### src/rtl/ahbl_master_arbiter.sv
// ahbl_master_arbiter: two-master AHB-Lite arbiter. Each master's address phase
// is buffered and replayed onto the shared bus as a single NONSEQ transfer.
module ahbl_master_arbiter #(
    parameter bit ROUND_ROBIN = 1'b1
) (
    input  logic        HCLK,
    input  logic        HRESETn,
    input  logic [31:0] M0_HADDR,
    input  logic [1:0]  M0_HTRANS,
    input  logic [2:0]  M0_HSIZE,
    input  logic        M0_HWRITE,
    input  logic [31:0] M0_HWDATA,
    output logic        M0_HREADY,
    output logic [31:0] M0_HRDATA,
    input  logic [31:0] M1_HADDR,
    input  logic [1:0]  M1_HTRANS,
    input  logic [2:0]  M1_HSIZE,
    input  logic        M1_HWRITE,
    input  logic [31:0] M1_HWDATA,
    output logic        M1_HREADY,
    output logic [31:0] M1_HRDATA,
    output logic [31:0] HADDR,
    output logic [1:0]  HTRANS,
    output logic [2:0]  HSIZE,
    output logic        HWRITE,
    output logic [31:0] HWDATA,
    input  logic        HREADY,
    input  logic [31:0] HRDATA,
    output logic [1:0]  GNT
);
    typedef enum logic [1:0] {ST_IDLE, ST_WAIT, ST_DATA} state_t;

    state_t      r_st0, r_st1, w_nst0, w_nst1;
    logic [31:0] r_addr0, r_addr1, r_haddr;
    logic [2:0]  r_size0, r_size1, r_hsize;
    logic        r_wr0, r_wr1, r_hwrite;
    logic [1:0]  r_htrans;
    logic        r_last;
    logic        w_cap0, w_cap1, w_req0, w_req1, w_win0, w_win1;
    logic        w_unused;

    assign w_unused = ^{M0_HTRANS[0], M1_HTRANS[0]};

    function automatic state_t f_next(state_t st, logic cap, logic win, logic rdy);
        if (cap)
            return ST_WAIT;
        if (st == ST_WAIT && win)
            return ST_DATA;
        if (st == ST_DATA && rdy)
            return ST_IDLE;
        return st;
    endfunction

    assign M0_HREADY = (r_st0 == ST_IDLE) | ((r_st0 == ST_DATA) & HREADY);
    assign M1_HREADY = (r_st1 == ST_IDLE) | ((r_st1 == ST_DATA) & HREADY);
    assign w_cap0    = M0_HREADY & M0_HTRANS[1];
    assign w_cap1    = M1_HREADY & M1_HTRANS[1];

    // r_last=1 means M1 was granted last, so M0 wins the first tie after reset
    assign w_req0 = HREADY & (r_st0 == ST_WAIT);
    assign w_req1 = HREADY & (r_st1 == ST_WAIT);
    assign w_win1 = w_req1 & (~w_req0 | (ROUND_ROBIN & ~r_last));
    assign w_win0 = w_req0 & ~w_win1;

    always_comb begin
        w_nst0 = f_next(r_st0, w_cap0, w_win0, HREADY);
        w_nst1 = f_next(r_st1, w_cap1, w_win1, HREADY);
    end

    always_ff @(posedge HCLK or negedge HRESETn) begin
        if (!HRESETn) begin
            r_st0 <= ST_IDLE;
            r_st1 <= ST_IDLE;
        end else begin
            r_st0 <= w_nst0;
            r_st1 <= w_nst1;
        end
    end

    always_ff @(posedge HCLK or negedge HRESETn) begin
        if (!HRESETn) begin
            r_addr0 <= '0;
            r_size0 <= '0;
            r_wr0   <= 1'b0;
            r_addr1 <= '0;
            r_size1 <= '0;
            r_wr1   <= 1'b0;
            r_last  <= 1'b1;
        end else begin
            if (w_cap0) begin
                r_addr0 <= M0_HADDR;
                r_size0 <= M0_HSIZE;
                r_wr0   <= M0_HWRITE;
            end
            if (w_cap1) begin
                r_addr1 <= M1_HADDR;
                r_size1 <= M1_HSIZE;
                r_wr1   <= M1_HWRITE;
            end
            if (w_win0 | w_win1)
                r_last <= w_win1;
        end
    end

    // While the slave stalls, the previously driven address phase is held
    always_comb begin
        HTRANS = r_htrans;
        HADDR  = r_haddr;
        HSIZE  = r_hsize;
        HWRITE = r_hwrite;
        if (HREADY) begin
            HTRANS = (w_win0 | w_win1) ? 2'b10 : 2'b00;
            HADDR  = w_win0 ? r_addr0 : w_win1 ? r_addr1 : r_haddr;
            HSIZE  = w_win0 ? r_size0 : w_win1 ? r_size1 : r_hsize;
            HWRITE = w_win0 ? r_wr0   : w_win1 ? r_wr1   : r_hwrite;
        end
    end

    always_ff @(posedge HCLK or negedge HRESETn) begin
        if (!HRESETn) begin
            r_htrans <= 2'b00;
            r_haddr  <= '0;
            r_hsize  <= '0;
            r_hwrite <= 1'b0;
        end else begin
            r_htrans <= HTRANS;
            r_haddr  <= HADDR;
            r_hsize  <= HSIZE;
            r_hwrite <= HWRITE;
        end
    end

    assign GNT       = {r_st1 == ST_DATA, r_st0 == ST_DATA};
    assign HWDATA    = GNT[0] ? M0_HWDATA : GNT[1] ? M1_HWDATA : 32'h0;
    assign M0_HRDATA = HRDATA;
    assign M1_HRDATA = HRDATA;
endmodule

### config.mk
export PLATFORM = sky130hd
export DESIGN_NAME = ahbl_master_arbiter
export DESIGN_NICKNAME = d
export VERILOG_FILES = /design/src/rtl/ahbl_master_arbiter.sv
export SDC_FILE = /design/constraint.sdc
export NUM_CORES = 1
export LEC_CHECK = 0
export CAP_MARGIN = 20
export CORE_ASPECT_RATIO = 0.6
export CORE_MARGIN = 2
export CORE_UTILIZATION = 38
export DETAILED_ROUTE_END_ITERATION = 8
export HOLD_SLACK_MARGIN = 0.12
export MAX_ROUTING_LAYER = met4
export PLACE_DENSITY = 0.85
export REMOVE_ABC_BUFFERS = 1
export SLEW_MARGIN = 15
export SYNTH_ARGS = -nofsm -noshare
export SYNTH_HDL_FRONTEND = slang
export SYNTH_SLANG_ARGS = --single-unit
### constraint.sdc
create_clock -name HCLK -period 2.55 [get_ports HCLK]
set_input_delay 0.51 -clock HCLK [delete_from_list [all_inputs] [get_ports HCLK]]
set_output_delay 0.51 -clock HCLK [all_outputs]
set_load 0.005 [all_outputs]
==> impl_metrics.ini, run 1 <==
[run_status]
status = finished, violations left
violations = negative setup slack

[power_and_ir_drop]
irDropWorstVdd_uv = 506
p_int_mw = 7.38
p_switching_mw = 3.38
p_clk_frac = 0.227
seq_power_share = 0.298
p_sw_frac = 0.315
p_leak_nw = 3.96
p_per_area_nw_per_um2 = 1270
combPwrFrac = 0.475

[synth]
synth_top_area_frac = 0.528
yosys_warnings = 0
yosysSeqAreaShare = 0.533
synthCells = 415
synth_area_leader_cell = dfrtp_1
synth.distinct_cells = 26
syn_avg_cell_area_um2 = 13.0
synth-main-ff-cell = dfrtp_1
synthesis.area_um2 = 5400
synth_edf_count = 0
synthArstFlopShare = 1.00
synth_seq_cells = 115
synth_area_leaders = dfrtp_1, mux2_2, buf_4

[sta]
hold_viol = 0
max_freq_mhz = 379
slew_headroom = 0.744
finalSetupViolations = 14
post-route-period-util = 1.03
worst_pin_slew_ps = 385
final-max-slew-violation-count = 0
layout_min_cycle_time_ps = 2640
fin_ws_ps = -86.0
whs_ps = 490
fin_worst_skew_ps = 9.01
rsz0062_at_grt = yes

[worst_setup_path]
critPathLaunch = r_st1[1]
timing.rr.start = r_st1[1]
start_kind = flip-flop
path_class = flip-flop to primary output
worstPathRequired_ps = 2040
r2r_cells = 7
endpoint = HADDR[30]
path_max_fanout = 4
worstPathArrival_ps = 2130
r2r-end = r_haddr[30]
r2r_slack_ps = 600
end_kind = primary output

[global_route]
grt-ovfl-total = 0
first_global_vias = 4655
antenna_found_initial = 0
grt_use_total = 0.280
grt_pass1_wl_um = 29500
grt_start_max_net_pins = 68

[run]
maxCapViolations = 0

[detailed_routing]
drt_iter0_markers = 338
drc = 0
ant_nets = 0
routed-via-count = 4561
wirelength_um = 21100
via_per_inst = 5.40
wl_per_cell_um = 25.0
dr.pass1.iters = 5

[floorplan]
rows = 33
core_um2 = 13800
dieArea_um2 = 15200
num_io_pins = 313
die_h_um = 96.4
start_util = 0.392
die_w_um = 158

[layout]
fin_nets = 815
fillers = 1086
drive_above_1_share = 0.373
syn2layout_area_growth_pct = 57.3
final_common_cell = clkdlybuf4s50_1
final_cell_mix = clkdlybuf4s50_1, dfrtp_1, mux2_2, buf_4, a221o_1
fin_area_um2 = 8500
antenna_cells = 0
post-route-util = 0.616

[place]
place.gp.congestion = 0.803
place_ws_ps = -571
portBuffers = 214
dp_hpwl_um = 13800
place_area_um2 = 7430

[clock_tree]
cts_max_level = 4
cts.clk_slew.worst_paths_ps = 50
cts_tree = built
cts-buffers-inserted = 17
clk_path_buf_depth = 2
clock_latency_ps = 400
cts_num_sinks = 115
root_buffer = clkbuf_16

[worst_hold_path]
hold_class = flip-flop to flip-flop
==> through the flow <==
| step | TNS, ps | instances | total power [mW] |
|---|---|---|---|
| global placement | -16150 | 758 | 7.46 |
| finish | -446 | 844 | 10.8 |
| floorplan | -28490 | 322 | 5.05 |
| detailed placement | -19350 | 758 | 7.68 |
| global route | -1970 | 844 | 11.3 |
| CTS | -3310 | 839 | 10.7 |
==> power groups by stage <==
stage | Clock [mW] | Sequential [mW] | Combinational, mW
6_report | 2.44 | 3.21 | 5.11
4_1_cts | 2.48 | 3.17 | 5.10
3_3_place_gp | 0 | 3.13 | 4.33
3_5_place_dp | 0 | 3.19 | 4.49
5_1_grt | 2.57 | 3.29 | 5.45
2_1_floorplan | 0 | 3.06 | 1.99
==> registers in the layout, indices dropped and copies added, names as in the netlist <==
| register | cells |
|---|---|
| r_addr0 | 32 |
| r_st1 | 2 |
| r_size1 | 3 |
| r_hwrite | 1 |
| r_last | 1 |
| r_size0 | 3 |
| r_htrans | 2 |
| r_haddr | 32 |
| r_st0 | 2 |
| r_addr1 | 32 |
| r_wr0 | 1 |
| r_wr1 | 1 |
| r_hsize | 3 |
==> kinds of logic (layout without fill, tap and decap cells) <==
group	Yosys count	count (layout)	synth area share
compound gates	79	79	0.135
buf+inv	97	330	0.122
mux	72	72	0.150
simple gates	52	56	0.0602
flops	115	115	0.533
==> critical path, cell delays in order, from the launching register on <==
cell	delay [ps]
dfrtp_1	400
or3b_4	400
buf_6	140
and2_4	190
buf_6	140
a221o_1	330
buf_2	140
==> how the worst min path moves through the flow <==
stage	end	startpoint	depth (start not counted)	slack (ps)
6_report	r_size0[0]	r_size0[0]	1	490
5_1_grt	r_addr1[28]	r_addr1[28]	1	500
4_1_cts	r_size0[0]	r_size0[0]	1	490
3_5_place_dp	r_addr0[1]	HRESETn	1	410
3_3_place_gp	r_addr0[2]	HRESETn	1	400
2_1_floorplan	r_addr0[0]	HRESETn	0	210
==> repair_timing <==
action	4_1_cts	5_1_grt
buffers inserted	41	9
cloned	8	2
hold buffers	1	0
endpoints found under the setup margin	69	69
hold endpoints to repair	19	0
gates resized for setup	194	41
pin swaps	32	19
==> area by class of cell <==
cell class	count	area [µm²]	share of cell area
repair buffers	295	2750	0.324
inverters	4	15.0	0.00177
multi-input cells	207	2000	0.236
clock inverters	9	128	0.0150
flip-flops and latches	115	2880	0.339
clock buffers	22	484	0.0570
well taps	192	240	0.0283
==> synthesized netlist by cell type, drive strengths merged, types with 2 or more instances <==
| master | count |
|---|---|
| dfrtp | 114 |
| buf | 78 |
| mux2 | 72 |
| a221o | 36 |
| and3 | 36 |
| a22o | 32 |
| clkbuf | 15 |
| nor2b | 5 |
| inv | 4 |
| nand2 | 4 |
| o21ai | 4 |
| a21oi | 3 |
| a211oi | 2 |
| a21o | 2 |
| and3b | 2 |
==> layer usage <==
layer,global-route usage,up-vias,part of all wire
met5,-,-,0
li1,-,1925,-
met4,0.0586,0,0.0060
met1,0.368,2349,0.44
met3,0.142,23,0.12
met2,0.387,264,0.43
Note: power is estimated with default switching activity, not from simulation.
==> run 2, diff against run 1 <==
Settings changed: GPL_TIMING_DRIVEN from default to 0, SLEW_MARGIN 15 to 20.
==> run 2 against run 1 <==
Compared with the run above: the run still ends with negative setup slack left; global-route usage down 0.79 points; first-iteration DRC count decreased by 16%; fmax up 2.4%; final area decreased by 2.1%; die area unchanged; sequential power is essentially flat; clock power shrank 9.8%; combinational power down 4.1%; sequential cell count stayed put; via count fell by 2.9%; worst setup slack improved by 62 ps; final cell count is 2.1% lower.
==> impl_metrics.ini, run 2 (synthesis gave the netlist of run 1 again) <==
[detailed_routing]
dr.pass1.iters = 5
ant_nets = 0
wirelength_um = 20700
drc = 0
via_per_inst = 5.36
drt_iter0_markers = 283
wl_per_cell_um = 25.1
routed-via-count = 4429

[clock_tree]
cts_tree = built
cts_num_sinks = 115
clk_path_buf_depth = 2
clock_latency_ps = 410
root_buffer = clkbuf_16
cts-buffers-inserted = 17
cts_max_level = 4
cts.clk_slew.worst_paths_ps = 50

[worst_hold_path]
hold_class = flip-flop to flip-flop

[sta]
final-max-slew-violation-count = 0
max_freq_mhz = 388
layout_min_cycle_time_ps = 2570
finalSetupViolations = 18
whs_ps = 491
post-route-period-util = 1.01
fin_ws_ps = -24.3
hold_viol = 0
worst_pin_slew_ps = 831
rsz0062_at_grt = yes
slew_headroom = 0.444
fin_worst_skew_ps = 12.5

[run_status]
status = finished, violations left
violations = negative setup slack

[layout]
antenna_cells = 0
fin_nets = 797
final_cell_mix = clkdlybuf4s50_1, dfrtp_1, mux2_2, buf_4
final_common_cell = clkdlybuf4s50_1
drive_above_1_share = 0.356
syn2layout_area_growth_pct = 54.0
reg.largest.list = r_addr0 x32, r_addr1 x32, r_haddr x32
fillers = 1112
fin_area_um2 = 8320
post-route-util = 0.603

[floorplan]
core_um2 = 13800
dieArea_um2 = 15200
rows = 33
die_h_um = 96.4
start_util = 0.392
die_w_um = 158
num_io_pins = 313

[place]
place_area_um2 = 7330
place.gp.congestion = 0.769
dp_hpwl_um = 13300
portBuffers = 214
place_ws_ps = -768

[power_and_ir_drop]
p_clk_frac = 0.213
seq_power_share = 0.311
p_int_mw = 6.98
irDropWorstVdd_uv = 521
p_switching_mw = 3.32
p_sw_frac = 0.322
p_per_area_nw_per_um2 = 1240
p_leak_nw = 3.97
combPwrFrac = 0.475

[worst_setup_path]
worstPathRequired_ps = 2040
path_max_fanout = 5
crit_slowest_cell = dfrtp_2
cp_slowest_stage_delay_ps = 420
start_kind = flip-flop
path_cells = or3b_4 > and2_4 > buf_12 > a221o_1 > buf_2
path_class = flip-flop to primary output
end_kind = primary output
worstPathArrival_ps = 2060

[run]
maxCapViolations = 0

[global_route]
grt_use_total = 0.272
antenna_found_initial = 0
grt-ovfl-total = 0
grt_pass1_wl_um = 28800
grt_start_max_net_pins = 59
first_global_vias = 4569
==> run 2: power by group through the flow <==
stage,registers [mW],logic (mW),clock network (mW)
finish,3.21,4.90,2.20
global route,3.30,5.19,2.32
CTS,3.20,4.71,2.22
detailed placement,3.22,4.28,0
global placement,3.14,3.98,0
floorplan,3.06,1.99,0
==> run 2: area by class of cell <==
type                       count  area [µm²]  share of cell area
clock buffer                  21         460              0.0553
clock inverter                10        85.1              0.0102
inverter                       4        15.0             0.00180
multi-input combinational    206        1980               0.237
sequential                   115        2880               0.347
tap                          192         240              0.0289
timing repair buffer         278        2660               0.320
==> run 2: per-layer routing <==
| layer | track usage | wire length [µm] | vias to the layer above |
|---|---|---|---|
| met3 | 0.141 | 2460 | 22 |
| li1 | - | - | 1890 |
| met4 | 0.0480 | 191 | 0 |
| met2 | 0.371 | 9020 | 271 |
| met1 | 0.363 | 9040 | 2246 |
| met5 | - | 0 | - |
==> run 2: final timing paths <==
path	end	cells past startpoint	start	slack, ps
min in group asynchronous	r_addr0[14]	2	HRESETn	630
min reg2reg	r_size0[2]	1	r_size0[2]	490
max in group asynchronous	r_last	3	HRESETn	1190
min	r_size0[2]	1	r_size0[2]	490
max reg2reg	r_addr0[13]	6	r_st0[0]	330
max	HSIZE[2]	5	r_st1[1]	-20
==> run 2: repair_timing <==
action | 4_1_cts | 5_1_grt
endpoints found under the hold margin | 57 | 0
setup endpoints to repair | 72 | 49
gates resized for setup | 181 | 54
pin swaps | 41 | 5
buffers inserted | 41 | 9
hold buffers | 1 | 0
gates cloned | 4 | 2
==> run 2: stage by stage <==
| step | power [mW] | TNS, ps | std cells |
|---|---|---|---|
| after floorplan | 5.05 | -28490 | 322 |
| after global placement | 7.12 | -602940 | 728 |
| after detailed placement | 7.50 | -50050 | 738 |
| after CTS | 10.1 | -1340 | 815 |
| after global routing | 10.8 | -1520 | 826 |
| final | 10.3 | -238 | 826 |
==> run 2: worst max-delay path, delay by kind of cell, from the launching register on <==
kind,cells,cell delay (ps)
compound gates,1,350
buf+inv,2,270
flops,1,420
simple gates,2,610
